`config.mk`:
```
export PLATFORM = sky130hd
export DESIGN_NAME = fetch_queue
export DESIGN_NICKNAME = d
export VERILOG_FILES = /design/src/rtl/cpu_defs.sv /design/src/rtl/fq_storage.sv /design/src/rtl/fetch_queue.sv
export SDC_FILE = /design/constraint.sdc
export NUM_CORES = 1
export LEC_CHECK = 0
export ABC_CLOCK_PERIOD_IN_PS = 4100
export BUFFER_PORTS_ARGS = -buffer_cell sky130_fd_sc_hd__buf_4
export CELL_PAD_IN_SITES_DETAIL_PLACEMENT = 2
export CELL_PAD_IN_SITES_GLOBAL_PLACEMENT = 2
export CORE_UTILIZATION = 44
export DETAILED_ROUTE_END_ITERATION = 10
export PLACE_DENSITY_LB_ADDON = 0.12
export SYNTH_ARGS = -nofsm -noshare
export SYNTH_HDL_FRONTEND = slang
export SYNTH_SLANG_ARGS = --single-unit
```
`constraint.sdc`:
```
create_clock -name clk_i -period 4.1 [get_ports clk_i]
set_clock_uncertainty 0.15 [all_clocks]
set_input_delay 0.41 -clock clk_i [delete_from_list [all_inputs] [get_ports clk_i]]
set_output_delay 0.41 -clock clk_i [all_outputs]
set_load 0.05 [all_outputs]
```
`src/rtl/cpu_defs.sv`:
```
// ----------------------------------------------------------------------------
// cpu_defs
//   Definitions shared by the pipeline front end.
//   NOP_INST    : bubble presented to decode when no fetched entry is available
//                 (sll $0,$0,0 encodes as all zeros).
//   INST_W_DEF  : default instruction width.
//   PC_W_DEF    : default width of the pc+4 value carried with each instruction.
// ----------------------------------------------------------------------------
package cpu_defs;

   localparam int          INST_W_DEF = 32;
   localparam int          PC_W_DEF   = 32;
   localparam logic [31:0] NOP_INST   = 32'h0000_0000;

endpackage : cpu_defs

```
`src/rtl/fq_storage.sv`:
```
// ----------------------------------------------------------------------------
// fq_storage
//   DEPTH x WIDTH register array backing the fetch queue.
//   One synchronous write port and one asynchronous (combinational) read
//   port, so the queue head is visible in the same cycle its pointer moves.
// Ports
//   clk_i    : clock, rising edge
//   we_i     : write enable
//   waddr_i  : write address
//   wdata_i  : write data
//   raddr_i  : read address
//   rdata_o  : read data, combinational from raddr_i
// ----------------------------------------------------------------------------
module fq_storage #(
   parameter int DEPTH = 4,
   parameter int WIDTH = 64,
   parameter int PTR_W = $clog2(DEPTH)
) (
   input  logic             clk_i,
   input  logic             we_i,
   input  logic [PTR_W-1:0] waddr_i,
   input  logic [WIDTH-1:0] wdata_i,
   input  logic [PTR_W-1:0] raddr_i,
   output logic [WIDTH-1:0] rdata_o
);

   logic [WIDTH-1:0] mem_q [DEPTH];

   // NOTE: the array has no reset; occupancy is tracked by the control logic,
   // so stale contents are never presented and clearing them would only cost
   // a reset fan-out to every storage flop.
   always_ff @(posedge clk_i) begin
      if (we_i) begin
         mem_q[waddr_i] <= wdata_i;
      end
   end

   assign rdata_o = mem_q[raddr_i];

endmodule : fq_storage

```
`src/rtl/fetch_queue.sv`:
```
// ----------------------------------------------------------------------------
// fetch_queue
//   Instruction fetch queue between IF and ID. Buffers {pc+4, instruction}
//   pairs so IF can run ahead while ID is stalled by a hazard. The head is
//   shown directly from storage (show-ahead, no output register). A
//   branch/jump flush discards every entry. An empty queue presents a NOP
//   bubble to decode.
// Parameters
//   INST_W  : instruction width
//   PC_W    : pc+4 width
//   DEPTH   : number of entries, power of two, >= 2
//   BYPASS  : 1 = push into an empty queue with a same-cycle pop passes the
//             fetched pair straight through to decode
//   PTR_W   : derived pointer width
// Ports
//   clk_i    in   clock, rising edge
//   rst_i    in   asynchronous reset, active low
//   push_i   in   IF presents a valid fetch
//   inst_i   in   fetched instruction
//   pc_i     in   pc+4 of the fetched instruction
//   full_o   out  queue holds DEPTH entries; IF must stall its PC
//   pop_i    in   ID consumes the head (no hazard stall)
//   flush_i  in   branch taken / jump: discard all entries
//   valid_o  out  head entry valid
//   inst_o   out  head instruction, NOP_INST when !valid_o
//   pc_o     out  head pc+4, zero when !valid_o
//   count_o  out  occupancy, 0..DEPTH
//   empty_o  out  occupancy is zero
//   drop_o   out  one-cycle pulse the cycle after a refused push
// ----------------------------------------------------------------------------
module fetch_queue
   import cpu_defs::*;
#(
   parameter  int INST_W = INST_W_DEF,
   parameter  int PC_W   = PC_W_DEF,
   parameter  int DEPTH  = 4,
   parameter  int BYPASS = 0,
   localparam int PTR_W  = $clog2(DEPTH)
) (
   input  logic              clk_i,
   input  logic              rst_i,
   input  logic              push_i,
   input  logic [INST_W-1:0] inst_i,
   input  logic [PC_W-1:0]   pc_i,
   output logic              full_o,
   input  logic              pop_i,
   input  logic              flush_i,
   output logic              valid_o,
   output logic [INST_W-1:0] inst_o,
   output logic [PC_W-1:0]   pc_o,
   output logic [PTR_W:0]    count_o,
   output logic              empty_o,
   output logic              drop_o
);

   localparam logic [PTR_W:0] FULL_CNT = (PTR_W+1)'(DEPTH);

   logic [PTR_W-1:0] wr_ptr_q, wr_ptr_d;
   logic [PTR_W-1:0] rd_ptr_q, rd_ptr_d;
   logic [PTR_W:0]   count_q,  count_d;
   logic             drop_q,   drop_d;

   logic             full;
   logic             empty;
   logic             bypass_hit;
   logic             pop_eff;
   logic             push_eff;
   logic             store_push;
   logic             store_pop;

   logic [INST_W+PC_W-1:0] head_data;
   logic [INST_W-1:0]      head_inst;
   logic [PC_W-1:0]        head_pc;

   // ------------------------------------------------------------------
   // Status decode, from registered occupancy only
   // ------------------------------------------------------------------
   assign full  = (count_q == FULL_CNT);
   assign empty = (count_q == '0);

   // Pass-through: the fetched pair is consumed in the cycle it arrives and
   // never touches storage, pointers or occupancy.
   assign bypass_hit = (BYPASS != 0) && empty && push_i && pop_i && !flush_i;

   assign valid_o  = !empty || bypass_hit;
   assign pop_eff  = pop_i && valid_o;
   // A pop in the same cycle frees the slot, so a full queue still accepts.
   assign push_eff = push_i && (!full || pop_eff) && !flush_i;

   assign store_push = push_eff && !bypass_hit;
   assign store_pop  = pop_eff  && !bypass_hit;

   // ------------------------------------------------------------------
   // Storage
   // ------------------------------------------------------------------
   fq_storage #(
      .DEPTH (DEPTH),
      .WIDTH (INST_W + PC_W),
      .PTR_W (PTR_W)
   ) u_storage (
      .clk_i   (clk_i),
      .we_i    (store_push),
      .waddr_i (wr_ptr_q),
      .wdata_i ({pc_i, inst_i}),
      .raddr_i (rd_ptr_q),
      .rdata_o (head_data)
   );

   assign {head_pc, head_inst} = head_data;

   // ------------------------------------------------------------------
   // Next-state logic
   // ------------------------------------------------------------------
   // NOTE: every signal driven here gets a default before any branch, so no
   // path leaves it unassigned and no latch can be inferred.
   always_comb begin
      wr_ptr_d = wr_ptr_q;
      rd_ptr_d = rd_ptr_q;
      count_d  = count_q;
      drop_d   = push_i && full && !pop_eff && !flush_i;

      if (flush_i) begin
         // Flush outranks push and pop: the queue empties in place by
         // catching the read pointer up to the write pointer.
         rd_ptr_d = wr_ptr_q;
         count_d  = '0;
      end else begin
         if (store_push) begin
            wr_ptr_d = wr_ptr_q + PTR_W'(1);
         end
         if (store_pop) begin
            rd_ptr_d = rd_ptr_q + PTR_W'(1);
         end
         unique case ({store_push, store_pop})
            2'b10:   count_d = count_q + (PTR_W+1)'(1);
            2'b01:   count_d = count_q - (PTR_W+1)'(1);
            default: count_d = count_q;
         endcase
      end
   end

   // ------------------------------------------------------------------
   // State registers
   // ------------------------------------------------------------------
   // NOTE: state updates use non-blocking assignments so every register
   // samples the values of the previous cycle regardless of statement order.
   always_ff @(posedge clk_i or negedge rst_i) begin
      if (!rst_i) begin
         wr_ptr_q <= '0;
         rd_ptr_q <= '0;
         count_q  <= '0;
         drop_q   <= 1'b0;
      end else begin
         wr_ptr_q <= wr_ptr_d;
         rd_ptr_q <= rd_ptr_d;
         count_q  <= count_d;
         drop_q   <= drop_d;
      end
   end

   // ------------------------------------------------------------------
   // Outputs
   // ------------------------------------------------------------------
   always_comb begin
      inst_o = INST_W'(NOP_INST);
      pc_o   = '0;
      if (bypass_hit) begin
         inst_o = inst_i;
         pc_o   = pc_i;
      end else if (!empty) begin
         inst_o = head_inst;
         pc_o   = head_pc;
      end
   end

   assign full_o  = full;
   assign empty_o = empty;
   assign count_o = count_q;
   assign drop_o  = drop_q;

endmodule : fetch_queue

```
### After elaboration in Yosys (flattened, before gate mapping)

Memories as Yosys holds them, arrays and structs flattened.
Cells that the tools add are included.

* register bits: 8
* RAM bits: 256
* bits of input ports: 69
* output and inout port bits: 71
* logic and storage cells: 36
* memories: 1

Memories
* u_storage.mem_q: words 4, width 64, read ports 1, clocked after Yosys merged registers in 0, wr ports 1, line fq_storage.sv:27 `logic [WIDTH-1:0] mem_q [DEPTH];`

* add/sub/neg operators: 4
* equality and inequality tests: 3
* multiplexer cells: 8
* bitwise operators: 1
* reductions and logical operators: 15

Operators with widths (count)
* $mux 32: 2
* $logic_and 1x1->1: 6
* $pmux 3 s2: 1
* $add 2x1->2 const B: 2
* $logic_not 1->1: 4
* $mux 2: 2
* $add 3x1->3 const B: 1
* $eq 3x3->1 const B: 1
* $logic_not 3->1: 1
* $mux 3: 1
* $reduce_bool 3->1: 1
* $sub 3x1->3 const B: 1
* $eq 2x1->1 const B: 1
* $eq 2x2->1 const B: 1
* $mux 1: 2
* $reduce_and 2->1: 1
* $reduce_bool 2->1: 1
* $logic_or 1x1->1: 1
* $not 1->1: 1

### Longest topological paths before layout

Gate-level depths: netlist of run 1.

* word-level depth: 9
* mapped depth: 7

### Modules after synthesis

A second synthesis of run 1 with hierarchy kept.

* cells, all modules: 469
* area total of the unflattened synthesis: 10324.9 µm²

Modules (own cells, without submodules)
* fq_storage: times used 1, cells each 338, area each 9341.5 µm²
* fetch_queue: times used 1, cells each 131, area each 983.4 µm²

### Worst setup path after synthesis of run 1

OpenSTA, ideal clock, no wires.

* kind: flip-flop to flip-flop
* start: register count_q[0], in the netlist count_o[0]
* end: memory u_storage.mem_q[0][0], enable pin
* library setup time: 429 ps
* data arrival time: 2894 ps
* required time: 3521 ps
* setup slack: 627 ps
* stages on the path, launching flop included: 5
* buffers on the path: 1
* clock period less this slack: 3473 ps
* path through: dfrtp_1 > buf_2 > nor3b_2 > a21oi_2 > and2_1

* elaborated cells on any way between the ends: 10

RTL lines
* from (decl): line fetch_queue.sv:60 `logic [PTR_W:0] count_q, count_d;`
* from (signal assigned): line fetch_queue.sv:156 `count_q <= count_d;`
* $eq 3x3->1: line fetch_queue.sv:78 `assign full = (count_q == FULL_CNT);`
* net full_o: line fetch_queue.sv:45 `output logic full_o,`
* $logic_not 1->1: line fetch_queue.sv:88 `assign push_eff = push_i && (!full || pop_eff) && !flush_i;`
* $logic_or 1x1->1: line fetch_queue.sv:88
* $logic_and 1x1->1 (2 in series): line fetch_queue.sv:88
* $mux 1: line fq_storage.sv:33 `if (we_i) begin`
* $mux 1 (implied by the code): line fq_storage.sv:34 `mem_q[waddr_i] <= wdata_i;`
* to (decl): line fq_storage.sv:27

The timed path passes the listed nets, and every way through them passes these cells.

### Final worst setup path of run 1

* start: register rd_ptr_q[0]
* end: output port inst_o[8]

* longest elaborated chain between the ends: 2

RTL lines
* from (decl): line fetch_queue.sv:59 `logic [PTR_W-1:0] rd_ptr_q, rd_ptr_d;`
* from (signal assigned): line fetch_queue.sv:155 `rd_ptr_q <= rd_ptr_d;`
* $mem_v2 4x64
* $mux 32: line fetch_queue.sv:170 `end else if (!empty) begin`
* to (decl): line fetch_queue.sv:49 `output logic [INST_W-1:0] inst_o,`

No other way between the ends.

==> out/summary.txt, run 1 <==
core area = 22780 sq um
I/O pins = 140
Post-Syn Area = 10260 sq um
Worst-path clk slew = 60 ps
H-tree levels = 1
Synth Area in Adders = 0.6832%
RSZ-0062 raised after global routing = false
IO Port Bufs = 139
dpl cell area = 11590 sq um
Max Buffers Root-to-Sink = 3
Post-Synth Simple-Gate Area = 5.075%
Final HPWL DP = 14110 um
vias in the first global route = 6129
die area = 23920 sq um
Setup Viol. Count Final = 0
main combinational cell family by area after synthesis = multiplexers
DR WL/cell = 25.29 um
final WL = 25770 um
global-route wire length before repair = 38540 um
hold_sp = push_i
cell row count = 55
Min Hold Slack = 68.94 ps
Die X = 154.7 um
gpl congestion = 0.6944
CP Cell Sequence = buf_4 > mux4_2 > nor2b_1 > buf_4
Worst Setup SP = rd_ptr_q[0]
Worst IR Drop VDD = 0.0004640 V
most used cell, CP = buf_4
XOR/XNOR Fraction of Synth Area = 0.4270%
1st-pass router iterations = 4
R2R setup slack = 1500 ps
TritonCTS clock tree = built
global route total overflow = 0
Rel. slew slack = 28.11%
Yosys cell types = 34
HP Class = in -> reg
Slew Viols, Final = 0
fraction of layout cells with a size suffix above 1 = 36.60%
dpl ws = 1375 ps
reg2reg end = count_o[2]
CTS root buffer = clkbuf_16
post-synthesis cell count = 470
yosys warns = 0
power consumption = 8.906 mW
CP max-delay cell = dfrtp_4
Clk Latency, worst-skew pair = 530 ps
setup_tns = 0 ps
Syn Nets = 544
# DRC = 0
post-route ant nets = 0
clock sink total = 264
Startpoint Class = register
fin area = 13180 sq um
Hold Fails Final Rpt = 0
PwrDens = 675.8 nW/um^2
worst flop-to-flop path startpoint = count_o[0]
Arrival @ worst endpoint = 2740 ps
placed insts = 900
mux cell area share after synthesis = 14.16%
Max FO, Critical Path = 26
final period utilization = 80.58%
Initial Util = 45.03%
Vias/cell = 5.197
post-synthesis compound-gate area fraction = 0.9272%
Fmax = 0.3027 GHz
register area share after synthesis = 76.91%
CTS buffer count = 28
Avg Cell Area, Syn = 21.82 sq um
Crit. End Element = output pin
Worst Reg-to-Reg Cells = 6
Final min period = 3304 ps
initial antenna violation count = 1
Core Util, Final = 57.85%
Pleak = 4.547 nW
Worst Hold Path Cells = 3
CP Class = reg -> out
Slowest Stage Delay on Critical Path = 790 ps
via count = 5296
Final #Nets = 758
WHS Endpoint = count_o[2]
Critical Path RT = 3540 ps
max cap viols = 0
Total GRT Usage = 22.06%
Finished Layout Cells = 1019
P&R area growth vs syn = 28.49%
Least-Margin Pin Slew = 1078 ps
#FFs+latches synth = 264
final setup margin = 796.3 ps
outcome = complete, no violations
largest net degree at the start of global routing = 66
DR iter-0 viols = 262
die height = 154.7 um
==> layout make-up <==
type | count | area, sq um
inverter | 7 | 26.28
sequential | 264 | 7895
tap | 313 | 391.6
antenna | 1 | 2.502
timing repair buffer | 210 | 1757
clock inverter | 14 | 137.6
clock buffer | 37 | 775.7
multi-input combinational | 173 | 2192
fill | 1913 | 9600
==> cell usage in the layout, fill, tap and decap left out, types with 2 or more instances in the layout <==
cell type	netlist	layout
nand2b_1	3	3
nand2_1	4	4
bufinv_16	0	3
buf_4	3	142
dfrtp_4	0	2
mux4_2	64	64
inv_1	7	6
clkinv_2	0	5
and2_4	0	4
clkinv_1	0	6
clkbuf_8	0	2
or2_2	2	2
o2111ai_1	2	2
clkbuf_1	7	6
dlygate4sd3_1	0	67
dfrtp_1	8	6
ha_1	4	4
xor2_1	3	3
nand3_1	3	3
edfxtp_1	256	256
clkbuf_16	0	29
o21ai_0	2	2
nor2b_1	65	65
xnor2_1	2	2
nor2_1	2	2
==> kinds of logic (layout without fill, tap and decap cells) <==
family	after synthesis	count (layout)
flops	264	264
simple gates	85	85
mux	65	65
buf+inv	33	268
compound gates	13	13
fa+ha+maj	5	5
xor+xnor	5	5
other cells	0	1
==> layer usage <==
metal | global-route usage (%) | vias to the layer above | share of wire, %
met3 | 3.867 | 27 | 4.2
met4 | 4.432 | 0 | 1.4
met1 | 27.14 | 2799 | 40
met5 | 0 | - | 0
li1 | - | 2327 | -
met2 | 40.79 | 143 | 54
==> cell usage after synthesis (all sizes together) <==
cell     count  area (sq um)
fa           1         20.02
nor3b        2         20.02
o211ai       1         7.510
nor2         2         7.510
o22ai        1         6.260
dfrtp        8         200.2
inv          7         26.28
xnor2        2         17.52
nor2b       65         406.6
ha           4         50.05
a21oi        2         13.76
a211oi       1         7.510
nand2        4         15.01
o2111ai      2         17.52
mux2         1         11.26
o21ai        2         10.01
buf         18         128.9
and2         4         25.02
nand3        3         15.01
mux4        64          1441
xor2         3         26.28
o31ai        1         7.510
a31oi        1         6.260
or2          2         12.51
o32a         1         10.01
nand2b       3         18.77
edfxtp     256          7687
o311ai       1         8.760
clkbuf       8         31.28
==> flip-flops by register name (all words and copies together) (netlist names) <==
| register | count |
|---|---|
| count_o | 3 |
| drop_o | 1 |
| rd_ptr_q | 2 |
| u_storage.mem_q | 256 |
| wr_ptr_q | 2 |
==> worst max path at each step <==
stage,slack (ps),end
detailed placement,1370,pc_o[31]
floorplan,630,u_storage.mem_q[0][0]
CTS,770,inst_o[7]
global placement,1360,inst_o[9]
finish,800,inst_o[8]
global route,620,inst_o[8]
==> worst max-delay path: cells and delay by family (launching register included) <==
kind	cells	cell delay [ps]
flip-flops	1	790
buffers and inverters	2	640
multiplexers	1	590
AND/OR/NAND/NOR	1	170
==> repair_timing <==
action,4_1_cts,5_1_grt
buffers inserted,0,0
resized for setup,0,0
hold buffers,67,0
endpoints found under the hold margin,268,0
==> power breakdown <==
group | internal, mW | switching [mW] | leakage (nW)
combinational | 1.16 | 1.62 | 1.67
sequential | 3.28 | 0.317 | 2.42
clock | 1.51 | 1.03 | 0.450
total | 5.94 | 2.96 | 4.55
Power figures use the tool's default switching activity.
==> run 2: changes to the inputs <==
--- a/config.mk
+++ b/config.mk
@@ -5,7 +5,7 @@
 export SDC_FILE = /design/constraint.sdc
 export NUM_CORES = 1
 export LEC_CHECK = 0
-export ABC_CLOCK_PERIOD_IN_PS = 4100
+export ABC_CLOCK_PERIOD_IN_PS = 3440
 export BUFFER_PORTS_ARGS = -buffer_cell sky130_fd_sc_hd__buf_4
 export CELL_PAD_IN_SITES_DETAIL_PLACEMENT = 2
 export CELL_PAD_IN_SITES_GLOBAL_PLACEMENT = 2
==> constraint.sdc (replaced) <==
create_clock -name clk_i -period 3.44 [get_ports clk_i]
set_clock_uncertainty 0.15 [all_clocks]
set_input_delay 0.344 -clock clk_i [delete_from_list [all_inputs] [get_ports clk_i]]
set_output_delay 0.344 -clock clk_i [all_outputs]
set_load 0.05 [all_outputs]
==> run 2 against run 1 <==
- utilization up 0.34 points
- sequential power up 14%
- die area unchanged
- routed wire length down 0.40%
- final area up 0.58%
- non-clock buffer count up 6
- hold slack worse by 40 ps
- combinational power up 27%
- critical path depth up 2
- total power up 18%
- clock-buffer cell count down 1
- first-iteration DRC count down 16%
- critical path type unchanged
==> out/summary.txt, run 2 (synthesized netlist as in run 1, its figures left out) <==
most common cell after layout, fill and taps aside = edfxtp_1 (unchanged)
Critical Path RT = 2950 ps (was 3540 ps)
Max FO, Critical Path = 34 (was 26)
worst flop-to-flop path startpoint = count_o[0] (unchanged)
TritonCTS clock tree = built (unchanged)
CP Class = reg -> out (unchanged)
Die X = 154.7 um (unchanged)
global route total overflow = 0 (unchanged)
commonest cells after routing, fill and taps aside = edfxtp_1 (256), buf_4 (141), dlygate4sd3_1 (68) (was edfxtp_1 (256), buf_4 (142), dlygate4sd3_1 (67))
via count = 5339 (was 5296)
final setup margin = 442.5 ps (was 796.3 ps)
clock sink total = 264 (unchanged)
Fmax = 0.3336 GHz
Worst IR Drop VDD = 0.0005425 V (was 0.0004640 V)
Met1 Wirelength = 10420 um (was 10360 um)
post-route ant nets = 0 (unchanged)
HP Class = in -> async (was in -> reg)
Vias/cell = 5.214 (was 5.197)
Least-Margin Pin Slew = 715.4 ps (was 1078 ps)
Worst-path clk slew = 60 ps (about the same)
final period utilization = 87.14%
final WL = 25670 um (was 25770 um)
Initial Util = 45.03% (unchanged)
die height = 154.7 um (unchanged)
Worst Setup SP = count_o[0] (was rd_ptr_q[0])
CTS root buffer = clkbuf_16 (unchanged)
R2R setup slack = 950 ps (was 1500 ps)
core area = 22780 sq um (unchanged)
met2 wire len = 13690 um (was 13970 um)
max cap viols = 0 (unchanged)
largest net degree at the start of global routing = 65 (was 66)
vias in the first global route = 6029 (was 6129)
power consumption = 10.52 mW (was 8.906 mW)
Setup Viol. Count Final = 0 (unchanged)
outcome = complete, no violations (unchanged)
Final HPWL DP = 14590 um (was 14110 um)
IO Port Bufs = 139 (unchanged)
# DRC = 0 (unchanged)
Clk Latency, worst-skew pair = 530 ps (about the same)
1st-pass router iterations = 4 (unchanged)
Rel. slew slack = 52.24% (was 28.11%)
fraction of layout cells with a size suffix above 1 = 36.85% (was 36.60%)
Slew Viols, Final = 0 (unchanged)
reg2reg end = count_o[2] (unchanged)
top routing layer used = met4 (unchanged)
Arrival @ worst endpoint = 2500 ps (was 2740 ps)
Pleak = 4.580 nW (was 4.547 nW)
die area = 23920 sq um (unchanged)
gpl congestion = 0.7279 (was 0.6944)
Max Buffers Root-to-Sink = 3 (unchanged)
Startpoint Class = register (unchanged)
Hold Fails Final Rpt = 0 (unchanged)
Largest register FFs = 256 (unchanged)
Total GRT Usage = 21.96% (was 22.06%)
Worst Reg-to-Reg Cells = 6 (unchanged)
I/O pins = 140 (unchanged)
Final min period = 2998 ps
placed insts = 905 (was 900)
PwrDens = 794.0 nW/um^2 (was 675.8 nW/um^2)
diodes inserted = 0 (was 1)
Core Util, Final = 58.19% (was 57.85%)
setup_tns = 0 ps (unchanged)
CTS buffer count = 28 (unchanged)
RSZ-0062 raised after global routing = false (unchanged)
Crit. End Element = output pin (unchanged)
initial antenna violation count = 0 (was 1)
Final #Nets = 764 (was 758)
DR iter-0 viols = 219 (was 262)
global-route wire length before repair = 38160 um (was 38540 um)
Finished Layout Cells = 1024 (was 1019)
dpl cell area = 11700 sq um (was 11590 sq um)
DR WL/cell = 25.07 um (was 25.29 um)
fin area = 13250 sq um (was 13180 sq um)
Min Hold Slack = 28.80 ps (was 68.94 ps)
Post-CTS Resized = 0 (unchanged)
dpl ws = 929.5 ps (was 1375 ps)
largest register by flop count = u_storage.mem_q (unchanged)
cell row count = 55 (unchanged)
crit path to = pc_o[20] (was inst_o[8])
P&R area growth vs syn = 29.23% (was 28.49%)
met3 wire length = 1190 um (was 1084 um)
H-tree levels = 1 (unchanged)
[run 2: worst min-delay path by stage]
stage	slack, ps	end	from	depth (start not counted)
2_1_floorplan	-100	count_o[0]	rst_i	0
3_3_place_gp	30	count_o[0]	rst_i	1
3_5_place_dp	30	count_o[0]	rst_i	1
4_1_cts	20	drop_o	rst_i	2
5_1_grt	30	drop_o	rst_i	2
6_report	30	drop_o	rst_i	2
[run 2: layer usage]
layer  vias up  track usage (%)
met3        35            4.231
met1      2817            28.02
li1       2332                -
met2       155            39.30
met5         -                0
met4         0            4.243
[run 2: final cells by class]
cell class                      instances  area, sq um
Timing Repair Buffer                  216         1879
Clock buffer                           36        752.0
Tap cell                              313        391.6
Inverter                                7        26.28
Sequential cell                       264         7895
Clock inverter                         15        117.6
Multi-Input combinational cell        173         2192
Fill cell                            1902         9524
[run 2: critical path, stage by stage (launching register included)]
cell and delay (ps):
dfrtp_1 510, nor2_1 200, nand2_1 110, inv_2 530
buf_12 300, nor2b_1 100, buf_4 200
[run 2: power by group]
part	total, mW	internal, mW	switching, mW
sequential	4.10	3.90	0.195
clock	2.90	1.68	1.22
combinational	3.52	1.42	2.10
total	10.5	7.00	3.52
[run 2: what timing repair did]
item / CTS / global route
endpoints found under the hold margin: 270 / 0
setup buffers: 0 / 0
hold buffers: 68 / 0
endpoints found under the setup margin: 0 / 0
